File: src/rtl/vga_scan_timing_if.sv
// Consumer-side bundle of the VGA scan: coordinates, blanks and pixel clock out, colour back in.
// The master is the scan generator; the slave is the game/map logic.
interface vga_scan_timing_if;
    logic       CLK_DATA;
    logic [9:0] CURX;
    logic [8:0] CURY;
    logic       HBLANK;
    logic       VBLANK;
    logic       FRAME_START;
    logic [7:0] COLOR;

    modport master (
        output CLK_DATA, CURX, CURY, HBLANK, VBLANK, FRAME_START,
        input  COLOR
    );

    modport slave (
        input  CLK_DATA, CURX, CURY, HBLANK, VBLANK, FRAME_START,
        output COLOR
    );
endinterface

File: src/rtl/vga_scan_timing.sv
// 640x480@60 scan generator running at clk_50MHz/2 pixel rate. It returns the consumer's colour
// to the VGA pins, with blank and syncs delayed so that they stay aligned with the pixel data.
module vga_scan_timing #(
    parameter int unsigned H_VISIBLE = 640,
    parameter int unsigned H_FRONT   = 16,
    parameter int unsigned H_SYNC    = 96,
    parameter int unsigned H_BACK    = 48,
    parameter int unsigned V_VISIBLE = 480,
    parameter int unsigned V_FRONT   = 10,
    parameter int unsigned V_SYNC    = 2,
    parameter int unsigned V_BACK    = 33,
    parameter int unsigned COLOR_LAT = 1
) (
    input  logic              clk_50MHz,
    input  logic              RESET,
    vga_scan_timing_if.master scan,
    output logic              hs_vga,
    output logic              vs_vga,
    output logic [2:0]        RED,
    output logic [2:0]        GREEN,
    output logic [1:0]        BLUE
);

    localparam logic [9:0] H_VIS    = 10'(H_VISIBLE);
    localparam logic [9:0] H_LAST   = 10'(H_VISIBLE + H_FRONT + H_SYNC + H_BACK - 1);
    localparam logic [9:0] HS_START = 10'(H_VISIBLE + H_FRONT);
    localparam logic [9:0] HS_END   = 10'(H_VISIBLE + H_FRONT + H_SYNC);
    localparam logic [9:0] V_VIS    = 10'(V_VISIBLE);
    localparam logic [9:0] V_LAST   = 10'(V_VISIBLE + V_FRONT + V_SYNC + V_BACK - 1);
    localparam logic [9:0] VS_START = 10'(V_VISIBLE + V_FRONT);
    localparam logic [9:0] VS_END   = 10'(V_VISIBLE + V_FRONT + V_SYNC);

    logic       div_q;
    logic       first_q;
    logic [9:0] hcount_q, hcount_d;
    logic [9:0] vcount_q, vcount_d;
    logic [8:0] cury_q;
    logic       hblank_q, vblank_q, frame_start_q;
    logic [7:0] color_q;
    logic       pix_en, h_wrap, v_wrap;
    logic       raw_blank, raw_hs, raw_vs;
    logic       dly_blank, dly_hs, dly_vs;

    // {blank, hs, vs}. The pin register adds the final stage.
    logic [2:0] dly_q [COLOR_LAT];

    always_comb begin
        pix_en    = div_q;
        h_wrap    = (hcount_q == H_LAST);
        v_wrap    = (vcount_q == V_LAST);
        hcount_d  = h_wrap ? 10'd0 : hcount_q + 10'd1;
        vcount_d  = vcount_q;
        if (h_wrap) begin
            vcount_d = v_wrap ? 10'd0 : vcount_q + 10'd1;
        end
        raw_blank = (hcount_q >= H_VIS) || (vcount_q >= V_VIS);
        raw_hs    = !((hcount_q >= HS_START) && (hcount_q < HS_END));
        raw_vs    = !((vcount_q >= VS_START) && (vcount_q < VS_END));
        dly_blank = dly_q[COLOR_LAT-1][2];
        dly_hs    = dly_q[COLOR_LAT-1][1];
        dly_vs    = dly_q[COLOR_LAT-1][0];
    end

    always_ff @(posedge clk_50MHz) begin
        if (RESET) begin
            div_q         <= 1'b0;
            first_q       <= 1'b1;
            hcount_q      <= '0;
            vcount_q      <= '0;
            cury_q        <= '0;
            hblank_q      <= 1'b0;
            vblank_q      <= 1'b0;
            frame_start_q <= 1'b0;
            color_q       <= '0;
            for (int i = 0; i < COLOR_LAT; i++) begin
                dly_q[i] <= 3'b111;
            end
            hs_vga        <= 1'b1;
            vs_vga        <= 1'b1;
            RED           <= '0;
            GREEN         <= '0;
            BLUE          <= '0;
        end else begin
            div_q         <= ~div_q;
            frame_start_q <= pix_en && (first_q || (h_wrap && v_wrap));
            if (pix_en) begin
                first_q  <= 1'b0;
                hcount_q <= hcount_d;
                vcount_q <= vcount_d;
                hblank_q <= (hcount_d >= H_VIS);
                vblank_q <= (vcount_d >= V_VIS);
                cury_q   <= (vcount_d >= V_VIS) ? 9'd0 : vcount_d[8:0];
                color_q  <= scan.COLOR;
                dly_q[0] <= {raw_blank, raw_hs, raw_vs};
                for (int i = 1; i < COLOR_LAT; i++) begin
                    dly_q[i] <= dly_q[i-1];
                end
                // The blank mux keeps undriven colour during blanking off the pins.
                hs_vga <= dly_hs;
                vs_vga <= dly_vs;
                RED    <= dly_blank ? 3'd0 : color_q[7:5];
                GREEN  <= dly_blank ? 3'd0 : color_q[4:2];
                BLUE   <= dly_blank ? 2'd0 : color_q[1:0];
            end
        end
    end

    assign scan.CLK_DATA    = div_q;
    assign scan.CURX        = hcount_q;
    assign scan.CURY        = cury_q;
    assign scan.HBLANK      = hblank_q;
    assign scan.VBLANK      = vblank_q;
    assign scan.FRAME_START = frame_start_q;

endmodule

File: src/flat_wrapper.sv
// flat-port wrapper written by rule: the top's interface ports become plain ports
module vga_scan_timing_flat 
#(
    parameter int unsigned H_VISIBLE = 640,
    parameter int unsigned H_FRONT   = 16,
    parameter int unsigned H_SYNC    = 96,
    parameter int unsigned H_BACK    = 48,
    parameter int unsigned V_VISIBLE = 480,
    parameter int unsigned V_FRONT   = 10,
    parameter int unsigned V_SYNC    = 2,
    parameter int unsigned V_BACK    = 33,
    parameter int unsigned COLOR_LAT = 1
)
  (clk_50MHz, RESET, hs_vga, vs_vga, RED, GREEN, BLUE, scan_CLK_DATA, scan_CURX, scan_CURY, scan_HBLANK, scan_VBLANK, scan_FRAME_START, scan_COLOR);
  vga_scan_timing_if scan_i ();
  input  logic clk_50MHz;
  input  logic RESET;
  output logic hs_vga;
  output logic vs_vga;
  output logic [2:0] RED;
  output logic [2:0] GREEN;
  output logic [1:0] BLUE;
  output wire logic [$bits(scan_i.CLK_DATA)-1:0] scan_CLK_DATA;
  output wire logic [$bits(scan_i.CURX)-1:0] scan_CURX;
  output wire logic [$bits(scan_i.CURY)-1:0] scan_CURY;
  output wire logic [$bits(scan_i.HBLANK)-1:0] scan_HBLANK;
  output wire logic [$bits(scan_i.VBLANK)-1:0] scan_VBLANK;
  output wire logic [$bits(scan_i.FRAME_START)-1:0] scan_FRAME_START;
  input wire logic [$bits(scan_i.COLOR)-1:0] scan_COLOR;
  assign scan_CLK_DATA = scan_i.CLK_DATA;
  assign scan_CURX = scan_i.CURX;
  assign scan_CURY = scan_i.CURY;
  assign scan_HBLANK = scan_i.HBLANK;
  assign scan_VBLANK = scan_i.VBLANK;
  assign scan_FRAME_START = scan_i.FRAME_START;
  assign scan_i.COLOR = scan_COLOR;
  vga_scan_timing #(.H_VISIBLE(H_VISIBLE), .H_FRONT(H_FRONT), .H_SYNC(H_SYNC), .H_BACK(H_BACK), .V_VISIBLE(V_VISIBLE), .V_FRONT(V_FRONT), .V_SYNC(V_SYNC), .V_BACK(V_BACK), .COLOR_LAT(COLOR_LAT)) u_core (.clk_50MHz(clk_50MHz), .RESET(RESET), .scan(scan_i), .hs_vga(hs_vga), .vs_vga(vs_vga), .RED(RED), .GREEN(GREEN), .BLUE(BLUE));
endmodule
File: config.mk
export PLATFORM = sky130hd
export DESIGN_NAME = vga_scan_timing_flat
export DESIGN_NICKNAME = d
export VERILOG_FILES = /design/src/rtl/vga_scan_timing_if.sv /design/src/rtl/vga_scan_timing.sv /design/src/flat_wrapper.sv
export SDC_FILE = /design/constraint.sdc
export NUM_CORES = 1
export LEC_CHECK = 0
export ABC_CLOCK_PERIOD_IN_PS = 3100
export BUFFER_PORTS_ARGS = -buffer_cell sky130_fd_sc_hd__buf_2
export CAP_MARGIN = 20
export CORE_MARGIN = 5
export CORE_UTILIZATION = 47
export CTS_CLUSTER_SIZE = 24
export DETAILED_ROUTE_END_ITERATION = 6
export PLACE_DENSITY = 0.68
export SYNTH_ARGS = -nofsm -noshare
export SYNTH_HDL_FRONTEND = slang
export SYNTH_SLANG_ARGS = --single-unit
File: constraint.sdc
create_clock -name clk_50MHz -period 3.1 [get_ports clk_50MHz]
set_input_delay 0.62 -clock clk_50MHz [delete_from_list [all_inputs] [get_ports clk_50MHz]]
set_output_delay 0.62 -clock clk_50MHz [all_outputs]
set_load 0.02 [all_outputs]
==> Flow_metrics.wiki <==
{| class="wikitable"
! Metric !! Value
|-
| Library cell with the highest instance count after synthesis || nand2_1
|-
| Routed length per placed instance || 14.02 microns
|-
| Core ar. || 5473 sq um
|-
| Drt via density || 5.441
|-
| IO Pins || 43
|-
| Distinct cells, synth || 52
|-
| Die height || 84.75 microns
|-
| DR pass1 iterations || 4
|-
| Worst hold stages || 1
|-
| Hold-fix buffers at CTS || 0
|-
| Overall Global Routing Usage || 16.56%
|-
| Mapped Area || 2626 sq um
|-
| Area of placed instances || 2855 sq um
|-
| Total Nets Final || 367
|-
| Launch point of the worst path || u_core.scan.CURX[4]
|-
| Global route overflow || 0
|-
| CTS H-Tree Depth || 2
|-
| Slew HR || 43.08%
|-
| Clock buffer count from CTS || 5
|-
| Worst R2R Path Depth || 5
|-
| PostCTS Resize Cnt || 0
|-
| Inserted Diodes || 0
|-
| Reg-to-Reg Start || u_core.scan.CURX[4]
|-
| Worst setup margin || 0.4956 ns
|-
| Fillcell total || about 530
|-
| Via count of the first global-routing pass || 2,046
|-
| Share of flip-flops with an asynchronous set or reset || 0%
|-
| Count of flip-flops with a built-in enable after synthesis || 3
|-
| Number of nets in the synthesized netlist || between 300 and 400
|-
| Final standard cell utilization of the core || 53.86%
|-
| Placer's final routability congestion estimate || 0.8865
|-
| Die ar. || 7183 sq um
|-
| Initial DRC Count || 200
|-
| Ratio of total power to cell area || 419.7 nW/um^2
|-
| Fin crit period || 2.604 ns
|-
| TritonCTS clock tree || yes
|-
| Hold Crit Start || u_core.dly_q[0][0]
|-
| Unrepaired setup endpoints after global routing || false
|-
| Post-CTS Setup Bufs || 0
|-
| Maximum resistive drop on vdd || approximately 0.00021 V
|-
| Slew of the pin with the lowest slew margin || 0.8466 ns
|-
| Final Hold Viols || 0
|-
| Post-synth top flop || dfxtp_1
|-
| Pleak || ~0.0012 uW
|-
| DIE WIDTH || 84.75 microns
|-
| Cells taking the most area after synthesis || dfxtp_1 40%, nand2_1 7.6%, nor2_1 6.0%, mux2i_1 3.4%, edfxtp_1 3.4%
|-
| Starting density of the core || 47.99%
|-
| Post-DP HPWL || a little over 4 mm
|-
| Total length of routed wires || 5.971 mm
|-
| TritonCTS Sinks || 55
|-
| Final Setup Violations || 0
|-
| Synthesis-to-layout area growth || 12.24%
|-
| Global-route wire length before repair || 9.894 mm
|-
| Post-Layout Cell Count || 426
|-
| Per-instance average area after synthesis || roughly 8.2 sq um
|-
| Fin area || roughly 2900 sq um
|-
| Proportion of layout cells with a drive suffix above 1 || between 15 and 20%
|-
| Number of remaining DRC errors || 0
|-
| Post-Synthesis Cells || roughly 320
|-
| Worst slack at placement || 0.5525 ns
|-
| Antenna violations before repair || 0
|-
| Crit Path Max Fanout || 9
|-
| Fraction of the cycle the final worst path needs || 84.01%
|-
| Number of nets with antenna violations after detailed routing || 0
|-
| Number of maximum-capacitance constraint violations || 0
|-
| Crit. End Element || register
|-
| # rows || 27
|-
| Buffers on Ports || 42
|-
| Slew Viols, Final || 0
|-
| Latest clock arrival within the worst-skew pair || 0.32 ns
|-
| Largest clock skew in the final design || 0.01507 ns
|-
| Critical path class || reg -> reg
|-
| Yosys top cell area share || 39.64%
|-
| Clock slew at the register clock pins of the worst setup and hold paths || 0.11 ns
|-
| Number of placed instances with taps included || 418
|-
| Count of yosys warnings during synthesis || 0
|-
| Dominant cell type by area after synthesis || dfxtp_1
|-
| Pin count of the biggest net entering global routing || 33
|-
| Setup crit start kind || register
|-
| Sequential cell area fraction in the yosys report || between 40 and 50%
|-
| Via count || around 2,300
|-
| Root buf cell || clkbuf_8
|-
| Commonest cells in the synthesized netlist || 53 x nand2_1, 52 x dfxtp_1, 42 x nor2_1, 16 x a21oi_1, 16 x clkbuf_1
|-
| CP Data Arrival Time || 2.77 ns
|-
| Status || finished, final reports clean
|-
| Max Clock Freq || ~380 MHz
|-
| Data required time of the critical path || 3.27 ns
|-
| CTS max path bufs || 2
|-
| Class of the worst hold path || reg -> reg
|-
| Final-layout setup total negative slack || 0 ns
|-
| Flip-flop and latch count after synthesis || 55
|}
## metrics by stage
stage | hold WS (ns) | total power, uW
floorplan | 0.4312 | 812.7
global placement | 0.4345 | 841.2
detailed placement | 0.4457 | 842.5
CTS | 0.4690 | 1256
global route | 0.4922 | 1292
finish | 0.4609 | 1237
## metal layers
metal | part of all wire, % | global-route usage, % | routed length (microns)
met1 | 48 | 23.24 | 2861
met2 | 45 | 25.69 | 2681
met3 | 6.2 | 3.729 | 371
met4 | 0.95 | 4.317 | 57
met5 | 0 | 0 | 0
## placed cells by master, fill, tap and decap left out, drive strengths merged, types with 3 or more instances in the layout
cell    count
nor2b       3
o21ai      13
dfxtp      52
or3         5
a21oi      17
xor2        4
buf        46
ha          4
a31oi       3
mux2i       9
nor2       42
a211o       3
a22oi       6
nor3b       5
nand3      12
inv        11
clkbuf      5
edfxtp      3
o31ai       4
nand4       8
xnor2       6
nand2      53
o21a        3
and3        4
nor3        4
## power breakdown
part | internal, uW | switching, uW | total, uW | leakage [uW]
registers | 727 | 10.5 | 738 | 0.000445
clock network | 166 | 246 | 412 | 0.0000495
logic | 30.2 | 56.8 | 87.0 | 0.000664
## cell families after synthesis
family,Yosys count,share of synthesized area (%)
AOI/OAI and AO/OA,62,15.34
xor gates and xnor gates,10,3.335
adders and majority gates,4,1.906
buffers and inverters,30,5.002
DFF,55,43.07
muxes,10,3.859
and+or+nand+nor,151,27.49
## path summary, 6_finish.rpt
check                                           end  slack, ns
worst min-delay path                  u_core.vs_vga       0.46
worst max register to register  u_core.scan.CURY[1]       0.50
worst min register to register        u_core.vs_vga       0.46
worst max-delay path            u_core.scan.CURY[1]       0.50
## critical path, stage by stage (launching register included)
cell,delay (ns)
dfxtp_1,0.49
or4b_1,0.61
or4_4,0.64
or3_4,0.40
a21oi_2,0.22
o31ai_1,0.10
## layout make-up
cell class / instances / area [sq um] / share of cell area (%)
timing repair buffer: 46 / 240.2 / 8.149
sequential: 55 / 1131 / 38.37
clock buffer: 5 / 68.82 / 2.334
clock inverter: 3 / 23.77 / 0.8065
multi-input combinational: 237 / 1364 / 46.26
tap: 72 / 90.09 / 3.056
inverter: 8 / 30.03 / 1.019
## state kept, by name, summed over array words and instances, names as in the netlist
| signal | count |
|---|---|
| u_core.BLUE | 2 |
| u_core.GREEN | 3 |
| u_core.RED | 3 |
| u_core.color_q | 8 |
| u_core.dly_q | 3 |
| u_core.first_q | 1 |
| u_core.hs_vga | 1 |
| u_core.scan.CLK_DATA | 1 |
| u_core.scan.CURX | 10 |
| u_core.scan.CURY | 9 |
| u_core.scan.FRAME_START | 1 |
| u_core.scan.HBLANK | 1 |
| u_core.scan.VBLANK | 1 |
| u_core.vcount_q | 10 |
| u_core.vs_vga | 1 |
Note: power is estimated with default switching activity, not from simulation.
